`config.mk`:
```
export PLATFORM = sky130hd
export DESIGN_NAME = signed_divider_16bit
export DESIGN_NICKNAME = d
export VERILOG_FILES = /design/src/rtl/divider_pkg.sv /design/src/rtl/div_sign_fix.sv /design/src/rtl/signed_divider_16bit.sv
export SDC_FILE = /design/constraint.sdc
export NUM_CORES = 1
export LEC_CHECK = 0
export ABC_AREA = 1
export ABC_CLOCK_PERIOD_IN_PS = 1800
export BUFFER_PORTS_ARGS = -buffer_cell sky130_fd_sc_hd__clkbuf_2
export CAP_MARGIN = 10
export CORE_MARGIN = 2
export CORE_UTILIZATION = 50
export CTS_CLUSTER_SIZE = 10
export DETAILED_ROUTE_END_ITERATION = 7
export MAX_ROUTING_LAYER = met4
export PLACE_DENSITY = 0.78
export SYNTH_ARGS = -nofsm -noshare
export SYNTH_HDL_FRONTEND = slang
export SYNTH_SLANG_ARGS = --single-unit
```
`constraint.sdc`:
```
create_clock -name clk -period 1.8 [get_ports clk]
set_input_delay 0.27 -clock clk [delete_from_list [all_inputs] [get_ports clk]]
set_output_delay 0.27 -clock clk [all_outputs]
set_load 0.05 [all_outputs]
```
`src/rtl/divider_pkg.sv`:
```
// Shared constants and FSM state encoding for the signed restoring divider.
package divider_pkg;

    localparam int DEF_WIDTH = 16;

    typedef enum logic [1:0] {
        IDLE = 2'd0,
        RUN  = 2'd1,
        FIX  = 2'd2,
        DONE = 2'd3
    } state_e;

    localparam logic [DEF_WIDTH-1:0] MOST_NEG   = {1'b1, {(DEF_WIDTH-1){1'b0}}};
    localparam logic [DEF_WIDTH-1:0] Q_ALL_ONES = '1;

endpackage

```
`src/rtl/div_sign_fix.sv`:
```
// Conditional two's-complement negate; doubles as abs() when neg is the operand's sign bit.
module div_sign_fix #(
    parameter int WIDTH = 16
) (
    input  logic [WIDTH-1:0] val,
    input  logic             neg,
    output logic [WIDTH-1:0] res
);
    // -MOST_NEG wraps to the same bit pattern, read as the unsigned magnitude 2^(WIDTH-1)
    assign res = neg ? ((~val) + 1'b1) : val;
endmodule

```
`src/rtl/signed_divider_16bit.sv`:
```
// Multi-cycle signed divider: unsigned restoring core on magnitudes, sign fix-up, truncation toward zero.
module signed_divider_16bit
    import divider_pkg::*;
#(
    parameter int WIDTH = DEF_WIDTH
) (
    input  logic                    clk,
    input  logic                    rst_n,
    input  logic                    en,
    input  logic signed [WIDTH-1:0] A,
    input  logic signed [WIDTH-1:0] B,
    output logic signed [WIDTH-1:0] Quot,
    output logic signed [WIDTH-1:0] Rem,
    output logic                    done,
    output logic                    div_by_zero,
    output logic                    ovf
);
    localparam int CW = $clog2(WIDTH);
    localparam logic [CW-1:0]    LAST    = CW'(WIDTH - 1);
    localparam logic [WIDTH-1:0] MIN_VAL = {1'b1, {(WIDTH-1){1'b0}}};
    localparam logic [WIDTH-1:0] ONES    = '1;

    state_e           state;
    logic [CW-1:0]    cnt;
    logic [WIDTH-1:0] q_reg, d_reg, r_reg;
    logic             neg_q, neg_r, ovf_pend;
    logic [WIDTH-1:0] a_mag, b_mag, q_fix, r_fix;
    logic [WIDTH:0]   shifted;
    logic [WIDTH-1:0] diff;
    logic             fits;

    div_sign_fix #(.WIDTH(WIDTH)) u_abs_a (.val(A),     .neg(A[WIDTH-1]), .res(a_mag));
    div_sign_fix #(.WIDTH(WIDTH)) u_abs_b (.val(B),     .neg(B[WIDTH-1]), .res(b_mag));
    div_sign_fix #(.WIDTH(WIDTH)) u_fix_q (.val(q_reg), .neg(neg_q),      .res(q_fix));
    div_sign_fix #(.WIDTH(WIDTH)) u_fix_r (.val(r_reg), .neg(neg_r),      .res(r_fix));

    // WIDTH+1-bit trial remainder; when it fits the difference is below the divisor, so WIDTH bits hold it
    assign shifted = {r_reg, q_reg[WIDTH-1]};
    assign fits    = shifted >= {1'b0, d_reg};
    assign diff    = shifted[WIDTH-1:0] - d_reg;

    always_ff @(posedge clk or negedge rst_n) begin
        if (!rst_n) begin
            state       <= IDLE;
            cnt         <= '0;
            q_reg       <= '0;
            d_reg       <= '0;
            r_reg       <= '0;
            neg_q       <= 1'b0;
            neg_r       <= 1'b0;
            ovf_pend    <= 1'b0;
            Quot        <= '0;
            Rem         <= '0;
            done        <= 1'b0;
            div_by_zero <= 1'b0;
            ovf         <= 1'b0;
        end else begin
            case (state)
                IDLE: if (en) begin
                    q_reg       <= a_mag;
                    d_reg       <= b_mag;
                    r_reg       <= '0;
                    cnt         <= '0;
                    neg_q       <= A[WIDTH-1] ^ B[WIDTH-1];
                    neg_r       <= A[WIDTH-1];
                    ovf_pend    <= (A == MIN_VAL) && (B == ONES);
                    done        <= 1'b0;
                    div_by_zero <= 1'b0;
                    ovf         <= 1'b0;
                    if (B == '0) begin
                        Quot        <= ONES;
                        Rem         <= A;
                        div_by_zero <= 1'b1;
                        done        <= 1'b1;
                        state       <= DONE;
                    end else begin
                        state <= RUN;
                    end
                end
                RUN: if (!en) begin
                    state <= IDLE;
                end else begin
                    q_reg <= {q_reg[WIDTH-2:0], fits};
                    r_reg <= fits ? diff : shifted[WIDTH-1:0];
                    cnt   <= cnt + 1'b1;
                    if (cnt == LAST) state <= FIX;
                end
                FIX: if (!en) begin
                    state <= IDLE;
                end else begin
                    Quot  <= q_fix;
                    Rem   <= r_fix;
                    ovf   <= ovf_pend;
                    done  <= 1'b1;
                    state <= DONE;
                end
                DONE: if (!en) begin
                    done  <= 1'b0;
                    state <= IDLE;
                end
                default: state <= IDLE;
            endcase
        end
    end
endmodule

```
# --- Word-level counts from Yosys, hierarchy flattened ---
# Cells that the tools add are included.
totals:
  reg_bits: 92
  wordCells: 86
op_classes:
  addsub: 6
  n_lt_le_gt_ge: 1
  n_eq_ne: 12
  n_mux: 37
  bitwise: 5
  reduce_logical: 12
op_table:
  columns: ["operator", "count"]
  rows:
  - ["two-way mux 16 bit", 15]
  - ["case mux 16 bit (2 select lines)", 4]
  - ["adder 16 x 1 -> 16 bit (second input constant)", 4]
  - ["NOT 16 bit", 4]
  - ["equality test 16 bit (second input constant)", 2]
  - ["greater-or-equal comparator 17 x 16 -> 1 bit", 1]
  - ["logical NOT 16 bit", 1]
  - ["subtractor 16 bit", 1]
  - ["two-way mux 2 bit", 6]
  - ["inequality test 2 bit (second input constant)", 5]
  - ["AND reduction 3 bit", 3]
  - ["two-way mux 4 bit", 2]
  - ["case mux 2 bit (4 select lines)", 1]
  - ["case mux 4 bit (2 select lines)", 1]
  - ["AND reduction 4 bit", 2]
  - ["two-way mux 1 bit", 6]
  - ["adder 4 x 1 -> 4 bit (second input constant)", 1]
  - ["equality test 2 bit (second input constant)", 2]
  - ["equality test 4 bit (second input constant)", 1]
  - ["nonzero test 2 bit", 2]
  - ["inequality test 3 bit (second input constant)", 1]
  - ["case mux 1 bit (3 select lines)", 1]
  - ["nonzero test 3 bit", 1]
  - ["equality test 2 x 1 -> 1 bit (second input constant)", 1]
  - ["5 further kinds", 5]

# --- Longest topological paths before layout ---
depth:
  ltp_word: 5
  depth_mapped: 14
  ltp_nobuf: 14

# --- By module ---
# A second synthesis with hierarchy kept.
unflattened:
  cells_unflattened: 1127
  area_unflattened_um2: 7410.9
by_module_without_submodules:
  columns: ["module", "n_inst", "cells_each", "area_each_um2", "seq_area_each_um2"]
  rows:
  - ["signed_divider_16bit", 1, 751, 5509.0, 2302.2]
  - ["div_sign_fix", 4, 94, 475.5, 0.0]

# --- Worst setup path before layout ---
# Ideal clock, no wire load.
synth_path:
  path_type: "reg-to-reg"
  startpoint: "register q_reg[15]"
  endpoint: "register r_reg[8]"
  setup_ns: 0.118
  t_arrival_ns: 1.780
  t_required_ns: 1.682
  slack_ns: -0.098
  stages_incl_launch_ff: 12
  n_path_buf: 0
  path_cell_list: "dfrtp_1 inv_1 ha_1 inv_1 fa_1 nand3_1 nand3_1 a21oi_1 xor2_1 nand2_1 nand3_1 nand2_1"
synth_via:
  elab_chain_len: 4
  elab_cells_between_ends: 5
  classes_between: "add/sub (1); order compare (1); mux (3)"
synth_lines:
  columns: ["item", "line_no", "source"]
  rows:
  - ["from (decl)", "signed_divider_16bit.sv:25", "logic [WIDTH-1:0] q_reg, d_reg, r_reg;"]
  - ["from (signal assigned)", "signed_divider_16bit.sv:60", "q_reg <= a_mag;"]
  - ["from (signal assigned)", "signed_divider_16bit.sv:83", "q_reg <= {q_reg[WIDTH-2:0], fits};"]
  - ["subtractor 16 bit / greater-or-equal comparator 17 x 16 -> 1 bit (equally long branches)", "signed_divider_16bit.sv:40, signed_divider_16bit.sv:39", null]
  - ["two-way mux 16 bit (*)", "signed_divider_16bit.sv:84", "r_reg <= fits ? diff : shifted[WIDTH-1:0];"]
  - ["two-way mux 16 bit (*)", "signed_divider_16bit.sv:80", "RUN: if (!en) begin"]
  - ["case mux 16 bit (2 select lines) (*)", "signed_divider_16bit.sv:58", "case (state)"]
  - ["to (signal assigned)", "signed_divider_16bit.sv:84", null]
  - ["to (decl)", "signed_divider_16bit.sv:25", null]
# Every way passes the cells marked *; elsewhere a longest branch is shown, timed or not. The select of a mux whose other input is x is not followed.
# A chain may end at the register's enable or synchronous reset.

# --- Worst setup path after layout ---
# Ends and elaborated chain as after synthesis.

==> key figures <==
Worst setup path
  • Crit path launch: q_reg[15]$_DFFE_PN0P_
  • Slowest CP cell: dfrtp_1
  • WP data required: 2050 ps
  • CP delay by family, top: adder cells
  • CP Max Fanout: 4
  • Critical path arrival: 2160 ps
  • Flop-to-flop setup slack: -110 ps
  • Most frequent CP cell: nand3_2
  • Worst setup EP type: flop
  • Crit Path Class: reg -> reg
  • CP Cell Sequence: inv_2 > ha_4 > inv_4 > fa_2 > nand3_2 > nand3_4 > a21oi_2 > xor2_1 > nand2_2 > nand3_2 > nand2_1
  • WP buf/inv: 2
  • CP max stage delay: 390 ps
  • Critical path launch point type: flop
  • Crit Reg-Reg Startpoint: q_reg[15]$_DFFE_PN0P_

Worst hold path
  • Worst min path class: in -> reg
  • Hold Startpoint: A[0]

Timing
  • RSZ-0062 raised after global routing: yes
  • Final setup margin: -109.6 ps
  • Normalized max-slew margin: 0.7137
  • Setup_tns: -993.8 ps
  • Final setup fails: 16
  • Max Freq: 523.7 MHz
  • Final Max Tran Viols: 0
  • Final Hold Violating Endpoints: 0
  • Hold Worst Slack: 173.9 ps
  • Tcrit/Tclk final: 1.061
  • Worst-margin pin slew: 429.5 ps
  • Skew final: 6.341 ps
  • Post-route minimum period: 1910 ps

Logic synthesis
  • Synth cell types: 39
  • Post-synth EDFFs: 0
  • Flops & latches, synth: 92
  • Sequential element share of the synthesized area: 0.3479
  • Top FF cell, synth: dfrtp_1
  • Mapped Area: 6618 um2
  • Fraction of registers with async set/reset: 1.000
  • YS warnings: 0
  • Syn_area_per_cell: 6.746 um2
  • Synthesized Nets: 1039
  • Synth Instances: 981

Global routing
  • Largest net degree at the start of global routing: 39
  • Initial antenna violation count: 0
  • GR Util All Layers: 0.2991
  • Total global routing overflow: 0
  • Vias in the first global route: 6644
  • First-pass GRT wire length: 32860 um

Job
  • Max-cap violations: 0

Pwr
  • Switching share of power: 0.4877
  • Part of the power in combinational logic: 0.656
  • Total power draw: 16130 uW
  • Sw Pwr: 7866 uW
  • Leakage power: 0.004447 uW
  • Ratio of total power to cell area: 1815 nW/um2
  • Int Pwr: 8263 uW
  • Part of the power in registers: 0.211
  • Worst VDD drop: 0.9092 mV
  • Clock power frac: 0.133

Finish
  • Non-Filler Instances: 1333
  • Layout cells sized above 1: 0.3025
  • Final net count: 1210
  • Design Area, Final: 8886 um2
  • N_diodes: 0
  • Fillers: 1012
  • Area growth, synth to finish: 34.28%

Detailed routing
  • DRT iter0 DRCs: 658
  • Routed vias: 7328
  • Post-route DRC: 0
  • DR WL/cell: 15.91 um
  • Routed Wire Length: 21210 um
  • Avg Vias per Cell: 5.497
  • Antenna viol nets, final: 0
  • Initial DRT Pass Iterations: 6

Clocking
  • CTS tree: built
  • CTS sink cnt: 92
  • Cts bufs inserted: 9
  • Clk slew on worst S/H paths: 70 ps
  • CTS root buf: clkbuf_16
  • Longest Clk Path Bufs: 2
  • Later-pin clock latency in the skew report: 360 ps
  • H-tree depth: 3

Place
  • Placed cell count: 1299
  • Placed cell area: 7915 um2
  • Placer congestion estimate: 0.9926
  • HPWL after detailed placement: 15270 um
  • PortBufs: 69

Outcome
  • Outcome: complete, but fails checks
  • Failing checks: negative setup slack

Die
  • Cell row count: 42
  • Die Width: 119.0 um
  • Die height: 119.0 um
  • Io pins: 70
  • Die area: 14170 um2
  • Initial Utilization: 0.5057
  • Core area: 13090 um2
[worst paths after layout]
kind / end / depth (start not counted)
max in group asynchronous: state[0]$_DFFE_PN0P_ / 3
worst max register to register: r_reg[8]$_DFFE_PN0P_ / 11
worst min register to register: Rem[15]$_DFFE_PN0P_ / 2
worst min-delay path: Rem[0]$_DFFE_PN0P_ / 3
worst max-delay path: r_reg[8]$_DFFE_PN0P_ / 11
min in group asynchronous: Quot[8]$_DFFE_PN0P_ / 2
[synthesized netlist by cell type (6+ instances only)]
| master | instances | share of area |
|---|---|---|
| buf_2 | 12 | 0.0091 |
| xor2_1 | 23 | 0.030 |
| o22ai_1 | 12 | 0.011 |
| inv_1 | 128 | 0.073 |
| o21ai_0 | 46 | 0.035 |
| xnor2_1 | 6 | 0.0079 |
| nand3_1 | 86 | 0.065 |
| dfrtp_1 | 92 | 0.35 |
| nor3_1 | 18 | 0.014 |
| o221ai_1 | 7 | 0.0093 |
| nand4_1 | 19 | 0.018 |
| a31oi_1 | 10 | 0.0095 |
| a21oi_1 | 40 | 0.030 |
| o211ai_1 | 11 | 0.012 |
| nand2_2 | 7 | 0.0066 |
| nand2_1 | 295 | 0.17 |
| inv_2 | 6 | 0.0034 |
| nor2_1 | 89 | 0.050 |
| ha_1 | 22 | 0.042 |
| clkbuf_1 | 13 | 0.0074 |
[timing repair]
action	CTS	global route
hold endpoints to repair	26	0
gates cloned	1	1
resized for setup	39	84
setup buffers	5	10
hold buffers	1	0
setup endpoints to repair	17	32
pin swaps	11	48
[metal layers]
metal  up-vias  global-route usage  part of all wire
met5         -                   -                 0
met4         0              0.1042             0.030
met3        53             0.03448             0.064
met2       341              0.4842              0.48
met1      3407              0.3908              0.43
li1       3527                   -                 -
[power groups by stage]
stage,Sequential [uW],Combinational (uW),Clock [uW]
after floorplan,4460,4470,0
after global placement,3300,8320,0
after detailed placement,3340,8460,0
after CTS,3350,9100,2160
after global routing,3470,11400,2260
final,3400,10600,2150
[final cells by class]
| cell class | count | area, um2 | area share |
|---|---|---|---|
| clock inverters | 7 | 108.9 | 0.01225 |
| clock buffers | 9 | 225.2 | 0.02534 |
| repair buffers | 191 | 1338 | 0.1505 |
| inverters | 134 | 509.2 | 0.05731 |
| flip-flops and latches | 92 | 2307 | 0.2596 |
| multi-input cells | 724 | 4178 | 0.4701 |
| well taps | 176 | 220.2 | 0.02478 |
[layout by cell type, fill, tap and decap left out, types with 4 or more instances in the layout]
master / count
o221ai_1: 7
buf_4: 116
inv_2: 29
xnor2_1: 5
nand3_1: 73
nand3_2: 13
nand2_2: 30
a21oi_1: 32
buf_12: 4
nor2_4: 8
ha_1: 4
clkbuf_2: 68
nand2_4: 8
dfrtp_1: 88
nor2_2: 12
o21bai_1: 5
o22ai_1: 12
o21ai_0: 46
inv_1: 103
ha_4: 18
xor2_1: 23
a21oi_2: 6
clkbuf_16: 10
a31oi_1: 10
nand2_1: 264
nor2_1: 78
dfrtp_2: 4
nor3_1: 18
nand4_1: 19
o211ai_1: 11
[stage by stage]
step                      utilization  setup slack [ps]
after detailed placement       0.6049            -138.9
after global routing           0.6791            -190.2
after CTS                      0.6503            -24.18
after floorplan                     -             1.423
final                          0.6791            -109.6
after global placement         0.6049            -100.5
[worst min-delay path, stage by stage]
cell	delay [ps]
clkbuf_2	100
nand2_1	60
a31oi_1	70
[cell families after synthesis]
group,after synthesis,synth area share
compound gates,137,0.1204
xor+xnor,29,0.03838
fa+ha+maj,23,0.04462
buf+inv,165,0.09983
flops,92,0.3479
simple gates,535,0.3488
Note: power is estimated with default switching activity, not from simulation.
